$ cat src/rtl/float_accumulate_sequencer.sv
// float_accumulate_sequencer
// Drives the operand side of an external floating-point adder so that a
// packet of float elements is reduced to one float sum. The block never
// does float arithmetic itself: values are moved bit-exact between the
// input stream, the accumulator, the adder operands and the sum output.
module float_accumulate_sequencer #(
   parameter int TIMEOUT = 64,
   parameter int CNT_W   = 16
) (
   input  logic             Clock,
   input  logic             Reset,
   input  logic [31:0]      InData,
   input  logic             InValid,
   input  logic             InLast,
   output logic             InReady,
   output logic [31:0]      Op1,
   output logic [31:0]      Op2,
   output logic             AddValid,
   input  logic [31:0]      AddResult,
   input  logic             AddResultValid,
   output logic [31:0]      Sum,
   output logic             SumValid,
   output logic [CNT_W-1:0] SumCount,
   output logic             Error
);

   localparam int               TMR_W    = $clog2(TIMEOUT + 1);
   localparam logic [TMR_W-1:0] TMR_LAST = TMR_W'(TIMEOUT - 1);
   localparam logic [CNT_W-1:0] CNT_MAX  = '1;

   typedef enum logic [2:0] {
      S_IDLE  = 3'd0,
      S_ISSUE = 3'd1,
      S_CLEAR = 3'd2,
      S_WAIT  = 3'd3,
      S_DONE  = 3'd4
   } state_t;

   state_t           r_state;
   state_t           w_state_nxt;

   logic [31:0]      r_acc;
   logic             r_acc_empty;
   logic             r_last_pend;
   logic [CNT_W-1:0] r_cnt;
   logic [TMR_W-1:0] r_timer;
   logic [31:0]      r_op1;
   logic [31:0]      r_op2;
   logic [31:0]      r_sum;
   logic [CNT_W-1:0] r_sum_cnt;
   logic             r_error;

   logic             w_in_ready;
   logic             w_add_valid;
   logic             w_sum_valid;
   logic             w_load_first;
   logic             w_load_ops;
   logic             w_take_result;
   logic             w_timeout;
   logic             w_timer_clr;
   logic             w_timer_inc;
   logic             w_sum_load;

   // Element counter saturates at all-ones; the sum keeps accumulating.
   function automatic logic [CNT_W-1:0] sat_inc(input logic [CNT_W-1:0] v);
      return (v == CNT_MAX) ? v : v + CNT_W'(1);
   endfunction

   // State register
   always_ff @(posedge Clock or negedge Reset) begin
      if (!Reset) r_state <= S_IDLE;
      else        r_state <= w_state_nxt;
   end

   // Next-state decode and per-state strobes for the datapath registers
   always_comb begin
      w_state_nxt   = r_state;
      w_in_ready    = 1'b0;
      w_add_valid   = 1'b0;
      w_sum_valid   = 1'b0;
      w_load_first  = 1'b0;
      w_load_ops    = 1'b0;
      w_take_result = 1'b0;
      w_timeout     = 1'b0;
      w_timer_clr   = 1'b0;
      w_timer_inc   = 1'b0;
      case (r_state)
         S_IDLE: begin
            w_in_ready = 1'b1;
            if (InValid) begin
               if (r_acc_empty) begin
                  // First element of a packet seeds the accumulator directly.
                  w_load_first = 1'b1;
                  if (InLast) w_state_nxt = S_DONE;
               end else begin
                  w_load_ops  = 1'b1;
                  w_state_nxt = S_ISSUE;
               end
            end
         end
         S_ISSUE: begin
            w_add_valid = 1'b1;
            w_state_nxt = S_CLEAR;
         end
         S_CLEAR: begin
            // Result-valid still reflects the previous operation here.
            w_timer_clr = 1'b1;
            w_state_nxt = S_WAIT;
         end
         S_WAIT: begin
            if (AddResultValid) begin
               w_take_result = 1'b1;
               w_state_nxt   = r_last_pend ? S_DONE : S_IDLE;
            end else if (r_timer == TMR_LAST) begin
               w_timeout   = 1'b1;
               w_state_nxt = S_IDLE;
            end else begin
               w_timer_inc = 1'b1;
            end
         end
         S_DONE: begin
            w_sum_valid = 1'b1;
            w_state_nxt = S_IDLE;
         end
         default: w_state_nxt = S_IDLE;
      endcase
   end

   // Sum registers load on entry to DONE so they line up with the SumValid pulse.
   assign w_sum_load = (w_load_first && InLast) || (w_take_result && r_last_pend);

   // Accumulator, element count and empty flag
   always_ff @(posedge Clock or negedge Reset) begin
      if (!Reset) begin
         r_acc       <= '0;
         r_acc_empty <= 1'b1;
         r_cnt       <= '0;
      end else begin
         if (w_load_first) begin
            r_acc       <= InData;
            r_cnt       <= CNT_W'(1);
            r_acc_empty <= 1'b0;
         end else if (w_load_ops) begin
            r_cnt <= sat_inc(r_cnt);
         end else if (w_take_result) begin
            r_acc <= AddResult;
         end else if (w_timeout) begin
            // Aborted packet: the next element starts a fresh sum.
            r_acc_empty <= 1'b1;
            r_cnt       <= '0;
         end else if (r_state == S_DONE) begin
            r_acc_empty <= 1'b1;
         end
      end
   end

   // Adder operands and last-element flag, captured only on an accept into ISSUE
   always_ff @(posedge Clock or negedge Reset) begin
      if (!Reset) begin
         r_op1       <= '0;
         r_op2       <= '0;
         r_last_pend <= 1'b0;
      end else if (w_load_ops) begin
         r_op1       <= r_acc;
         r_op2       <= InData;
         r_last_pend <= InLast;
      end
   end

   // Wait-cycle timer for adder hang detection
   always_ff @(posedge Clock or negedge Reset) begin
      if (!Reset) begin
         r_timer <= '0;
      end else if (w_timer_clr) begin
         r_timer <= '0;
      end else if (w_timer_inc) begin
         r_timer <= r_timer + TMR_W'(1);
      end
   end

   // Reported sum and count, held until the next packet completes
   always_ff @(posedge Clock or negedge Reset) begin
      if (!Reset) begin
         r_sum     <= '0;
         r_sum_cnt <= '0;
      end else if (w_sum_load) begin
         r_sum     <= w_load_first ? InData : AddResult;
         r_sum_cnt <= w_load_first ? CNT_W'(1) : r_cnt;
      end
   end

   // Sticky error flag, set when the adder never answers
   always_ff @(posedge Clock or negedge Reset) begin
      if (!Reset)         r_error <= 1'b0;
      else if (w_timeout) r_error <= 1'b1;
   end

   assign InReady  = w_in_ready;
   assign AddValid = w_add_valid;
   assign SumValid = w_sum_valid;
   assign Op1      = r_op1;
   assign Op2      = r_op2;
   assign Sum      = r_sum;
   assign SumCount = r_sum_cnt;
   assign Error    = r_error;

endmodule

$ cat config.mk
export PLATFORM = sky130hd
export DESIGN_NAME = float_accumulate_sequencer
export DESIGN_NICKNAME = d
export VERILOG_FILES = /design/src/rtl/float_accumulate_sequencer.sv
export SDC_FILE = /design/constraint.sdc
export NUM_CORES = 1
export LEC_CHECK = 0
export BUFFER_PORTS_ARGS = -buffer_cell sky130_fd_sc_hd__buf_4
export CORE_UTILIZATION = 30
export DETAILED_ROUTE_END_ITERATION = 8
export PLACE_DENSITY_LB_ADDON = 0.15
export SKIP_CTS_REPAIR_TIMING = 1
export SKIP_LAST_GASP = 1
export SYNTH_ARGS = -nofsm -noshare
export SYNTH_HDL_FRONTEND = slang
export SYNTH_SLANG_ARGS = --single-unit
$ cat constraint.sdc
create_clock -name Clock -period 2.22 [get_ports Clock]
set_input_delay 0.222 -clock Clock [delete_from_list [all_inputs] [get_ports Clock]]
set_output_delay 0.222 -clock Clock [all_outputs]
set_load 0.05 [all_outputs]
Word level (Yosys, flattened, before mapping)

Index checks and enable logic that the tools add are counted.

Add/subtract/negate cells: 2
$mul: 0
Divide/modulo/power cells: 0
$lt $le $gt $ge: 0
Eq/ne operators: 13
Shift-type cells: 0
Multiplexer cells: 42
Bitwise logic cells: 0
Reduce and logical (&&, ||, !) cells: 12

Operators with widths:

| operator                                             | number |
|---|---|
| two-way mux 32 bit                                   | 4 |
| two-way mux 16 bit                                   | 6 |
| two-way mux 1 bit                                    | 23 |
| two-way mux 3 bit                                    | 6 |
| adder 16 x 1 -> 16 bit (second input constant)       | 1 |
| equality test 16 bit (second input constant)         | 1 |
| two-way mux 7 bit                                    | 2 |
| inequality test 3 bit (second input constant)        | 4 |
| one-hot mux 3 bit (4 select lines)                   | 1 |
| AND reduction 3 bit                                  | 3 |
| adder 7 x 1 -> 7 bit (second input constant)         | 1 |
| equality test 7 x 6 -> 1 bit (second input constant) | 1 |
| equality test 3 x 2 -> 1 bit (second input constant) | 2 |
| inequality test 2 bit (second input constant)        | 3 |
| nonzero test 3 bit                                   | 2 |
| nonzero test 2 bit                                   | 2 |
| equality test 3 x 1 -> 1 bit (second input constant) | 1 |
| equality test 3 bit (second input constant)          | 1 |
| zero test 3 bit                                      | 1 |
| logical AND 1 bit                                    | 2 |
| AND reduction 2 bit                                  | 1 |
| logical OR 1 bit                                     | 1 |

Register bits after elaboration: 173
Bits in latches: 0
Memory bits (writable): 0
Bits in read-only memories: 0
Input bits: 69
Logic and storage cells: 80
Memories kept: 0

Logic depth before layout (Yosys ltp)

Word-level depth: 8
Gate-level depth with buffers: 10

Worst setup path after synthesis

No wires, ideal clock.

Path type: register to register
Start point: register r_state[0]
End point: register r_cnt[8]
Setup time: 0.103 ns
Arrival time: 2.780 ns
Data required time: 2.117 ns
Slack: -0.664 ns
Stages on the path, launching flop included: 8
Path through: dfrtp_1 > buf_2 > nor3_1 > nand2_1 > o211a_2 > nand2b_4 > buf_6 > o41ai_2

Cells in the longest elaborated chain, start to end: 4

Ends and longest elaborated chain:

| element                                                                           | RTL line | text |
|---|---|---|
| start: declaration                                                                | 39       | `state_t r_state;` |
| start signal: assignment                                                          | 72       | `else r_state <= w_state_nxt;` |
| equality test 3 x 2 -> 1 bit / zero test 3 bit (equally long branches)            | 87       | `case (r_state)` |
| two-way mux 1 bit                                                                 | 87       |  |
| inequality test 3 bit (no source line) (tied with other cells)                    | -        |  |
| AND reduction 3 bit (no source line) / two-way mux 16 bit (equally long branches) | -        |  |
| end signal: assignment                                                            | 144      | `r_cnt <= sat_inc(r_cnt);` |
| end: declaration                                                                  | 45       | `logic [CNT_W-1:0] r_cnt;` |

Several ways; a longest one is shown, not always the timed one.
A chain may end at the register's enable or synchronous reset.

Worst setup path in the final report

Start point: register r_timer[0]
End point: register r_cnt[8]

Cells in the longest elaborated chain, start to end: 6

Ends and longest elaborated chain:

| element                              | RTL line | text |
|---|---|---|
| start: declaration                   | 46       | `logic [TMR_W-1:0] r_timer;` |
| start signal: assignment             | 177      | `r_timer <= r_timer + TMR_W'(1);` |
| equality test 7 x 6 -> 1 bit         | 114      | `end else if (r_timer == TMR_LAST) begin` |
| two-way mux 1 bit                    | 114      |  |
| two-way mux 1 bit                    | 111      | `if (AddResultValid) begin` |
| two-way mux 1 bit                    | 87       |  |
| nonzero test 3 bit (no source line)  | -        |  |
| AND reduction 3 bit (no source line) | -        |  |

No other way between the ends.

==> out/metrics.csv <==
stage,metric,value,unit
run_status,outcome,finished with violations,
run_status,violations in the final reports,hold timing,
timing,# setup viols final,0,
finish,Area Growth Syn to Fin,37.32,%
yosys,number of library cell types mapped by synthesis,39,
power_and_ir_drop,share of total power in combinational logic,46.7,%
clocking,Num Clock Sinks,173,
critical_path,Worst Setup End Kind,flip-flop,
critical_path,kind of launch point of the worst setup path,flip-flop,
timing,Hold Fails Final Rpt,5,
finish,total inserted antenna cells,0,
clocking,Worst-path clk slew,0.07,ns
yosys,Mean Syn Cell Area,9.870,um^2
floorplan,Row Count,55,
grt,pin count of the biggest net entering global routing,58,
run,MaxCap Viol Count,0,
power_and_ir_drop,sequential cell fraction of total power,33.8,%
clocking,CTS Buf Count,17,
yosys,number of flops mapped to enable cells by yosys,0,
yosys,xor/xnor cell area share of the yosys netlist,0.6171,%
yosys,multiplexer share of the synthesized area,4.813,%
yosys,sequential cell area fraction in the yosys report,61.02,%
timing,ratio of final minimum period to clock period,92.20,%
route,first-pass iteration count of the detailed router,4,
floorplan,number of I/O pins,185,
yosys,main flop type after synthesis,sky130_fd_sc_hd__dfrtp_1,
yosys,area share of fa/ha/maj cells after synthesis,0.3526,%
timing,relative slew slack,64.73,%
place,instance count after placement with tap cells included,1198,
floorplan,width of the die,155.8,um
power_and_ir_drop,worst vdd rail ir drop,0.7208,mV
place,pre-CTS worst setup slack,0.1786,ns
power_and_ir_drop,net switching power figure,7.294,mW
floorplan,core area,22920,um^2
floorplan,initial standard-cell utilization of the core,30.97,%
route,total wirelength of the detailed-routed design,18910,um
place,IO buf count,184,
yosys,warnings from Yosys,0,
route,DRC violations left,0,
timing,final critical delay including setup and external delays,2.047,ns
critical_path,Setup CP Type,flip-flop to flip-flop,
route,number of antenna-violating nets in the routed design,0,
route,detailed-route via count,5694,
place,final estimated routing congestion in global placement,0.7441,
clocking,clock latency at the later pin of the worst-skew pair,0.43,ns
yosys,post-synthesis cell area,7097,um^2
grt,global-route congestion overflow total,0,
finish,"Net count, final",992,
grt,first-pass GRT wire length,30140,um
yosys,simple-gate portion of the synthesized area,19.83,%
route,drt via density,4.566,
grt,number of antenna violations at the first check in global routing,0,
route,Detailed Route Iter0 Violations,242,
critical_path,Required @ worst endpoint,2.55,ns
critical_path,arrival time at the worst endpoint,2.38,ns
clocking,clock tree from TritonCTS,yes,
power_and_ir_drop,proportion of total power due to net switching,47.41,%
grt,total routing usage reported by global routing,16.06,%
power_and_ir_drop,overall power,15.38,mW
floorplan,die area,24280,um^2
finish,"commonest non-fill, non-tap cells in the layout","sky130_fd_sc_hd__nand2_1, sky130_fd_sc_hd__buf_4, sky130_fd_sc_hd__dfrtp_1",
hold_path,class of the most critical hold timing path,primary input to flip-flop,
yosys,Mapped Cells,719,
power_and_ir_drop,Pwr Density,1579,nW/um^2
clocking,Max Root-Sink Buffers,2,
yosys,synthesized netlist net count,790,
finish,non-filler cells in the finished layout,1247,
floorplan,Die Span Y,155.8,um
timing,highest attainable clock frequency,488.5,MHz
yosys,count of state elements after synthesis,173,
timing,Max Transition Viols Final,0,
timing,minimum hold slack,-0.01050,ns
yosys,proportion of register bits with asynchronous set or reset after synthesis,100.0,%
finish,"commonest non-fill, non-tap cell in the layout",sky130_fd_sc_hd__nand2_1,
timing,Max Clock Skew,0.01647,ns
timing,setup TNS after final layout,0,ns
critical_path,"critical path fanouts, max",10,
route,routed len/inst,15.17,um
timing,measured slew at the worst slew-check pin,0.5250,ns
place,sum of net half-perimeters after detailed placement,13090,um
timing,RSZ-0062 raised after global routing,no,
yosys,post-synthesis compound-gate area fraction,10.33,%
timing,final worst slack,0.1731,ns
grt,via count of the first global-routing pass,5600,
clocking,cell at the root of the clock tree,sky130_fd_sc_hd__clkbuf_16,
clocking,CTS HTree Levels,4,
power_and_ir_drop,leakage power of the design,4.943,nW
finish,fraction of layout instances using a drive strength above 1,27.52,%
yosys,combinational family with the most area after synthesis,simple AND/OR/NAND/NOR gates,
power_and_ir_drop,internal portion of total power,8.091,mW
power_and_ir_drop,power share of the clock group,19.5,%
[per-stage QoR]
stage	area (um^2)	hold slack [ns]	util [%]
2_1_floorplan	7108	-0.07359	-
3_3_place_gp	8972	0.1834	39.15
3_5_place_dp	8972	0.1850	39.15
4_1_cts	9575	-0.2828	41.79
5_1_grt	9746	0.00009126	42.53
6_report	9746	-0.01050	42.53
[cells in the mapped netlist, types with 2 or more instances]
cell type                    n  area share, %
sky130_fd_sc_hd__a22o_1     15            1.9
sky130_fd_sc_hd__and2_1      2           0.18
sky130_fd_sc_hd__o31ai_1     8           0.85
sky130_fd_sc_hd__o41ai_2     2           0.46
sky130_fd_sc_hd__dfrtp_1   172             61
sky130_fd_sc_hd__nor3b_1     3           0.32
sky130_fd_sc_hd__inv_1       4           0.21
sky130_fd_sc_hd__nor3_1      5           0.35
sky130_fd_sc_hd__nor2_1     82            4.3
sky130_fd_sc_hd__a31oi_1     4           0.35
sky130_fd_sc_hd__ha_1        2           0.35
sky130_fd_sc_hd__clkbuf_1   22            1.2
sky130_fd_sc_hd__and3_1      4           0.35
sky130_fd_sc_hd__a21oi_1    71            5.0
sky130_fd_sc_hd__mux2i_1    33            4.7
sky130_fd_sc_hd__buf_6       2           0.32
sky130_fd_sc_hd__o21ai_0    20            1.4
sky130_fd_sc_hd__or3_1       2           0.18
sky130_fd_sc_hd__nand2_1   210             11
sky130_fd_sc_hd__nand3_1    10           0.71
sky130_fd_sc_hd__buf_2      19            1.3
sky130_fd_sc_hd__nand2b_1    3           0.26
sky130_fd_sc_hd__xor2_1      4           0.49
sky130_fd_sc_hd__nand4_1     5           0.44
[power by group through the flow]
stage          Sequential [mW]  Combinational [mW]  Clock (mW)
2_1_floorplan             8.07                1.98           0
3_3_place_gp              5.23                7.22           0
3_5_place_dp              5.24                7.28           0
4_1_cts                   5.21                7.27        3.10
5_1_grt                   5.37                7.71        3.22
6_report                  5.20                7.19        2.99
[area by class of cell]
class                      instances  area, um^2
sequential                       173        4330
fill                            2238       13170
inverter                           4       15.01
tap                              313       391.6
clock inverter                    15       177.7
multi-input combinational        499        2575
timing repair buffer             226        1831
clock buffer                      17       425.4
[routing by layer]
| metal | track usage [%] | up-vias | share of wire (%) |
|---|---|---|---|
| met5 | 0 | - | 0 |
| met3 | 4.611 | 14 | 5.9 |
| met1 | 20.17 | 2732 | 44 |
| met4 | 4.809 | 0 | 0.86 |
| li1 | - | 2810 | - |
| met2 | 26.68 | 138 | 49 |
[state kept, by name, indices dropped and copies added (netlist names)]
| register | count |
|---|---|
| r_state | 3 |
| Sum | 32 |
| r_last_pend | 1 |
| Error | 1 |
| SumCount | 16 |
| r_timer | 7 |
| Op1 | 32 |
| r_cnt | 16 |
| r_acc_empty | 1 |
| r_acc | 32 |
| Op2 | 32 |
[final timing paths]
path,start,endpoint,slack (ns),cells after the start
min in group asynchronous,Reset,SumCount[2]$_DFFE_PN0P_,0.28,2
hold reg to reg,r_acc[0]$_DFFE_PN0P_,Op1[0]$_DFFE_PN0N_,0.46,2
max in group asynchronous,Reset,r_acc[11]$_DFFE_PN0P_,1.28,3
setup reg to reg,r_timer[0]$_DFFE_PN0P_,r_cnt[8]$_DFFE_PN0P_,0.17,6
setup / recovery,r_timer[0]$_DFFE_PN0P_,r_cnt[8]$_DFFE_PN0P_,0.17,6
hold / removal,InData[19],Op2[19]$_DFFE_PN0N_,-0.01,3
[kinds of logic (layout without fill, tap and decap cells)]
group / count (synthesis) / in the layout
AO/OA/AOI/OAI: 123 / 123
XOR/XNOR: 5 / 5
AND/OR/NAND/NOR: 335 / 335
multiplexers: 34 / 34
adder cells (fa/ha/maj): 2 / 2
buffers and inverters: 47 / 262
flip-flops: 173 / 173
[worst max-delay path, cell delays in order (launching register included)]
cell and delay, ns:
sky130_fd_sc_hd__dfrtp_1 0.41, sky130_fd_sc_hd__ha_1 0.23, sky130_fd_sc_hd__nand2_1 0.08, sky130_fd_sc_hd__or4_4 0.51, sky130_fd_sc_hd__o211a_2 0.20, sky130_fd_sc_hd__nand2b_4 0.21
sky130_fd_sc_hd__o41ai_2 0.31
(Power assumes the default switching activity.)
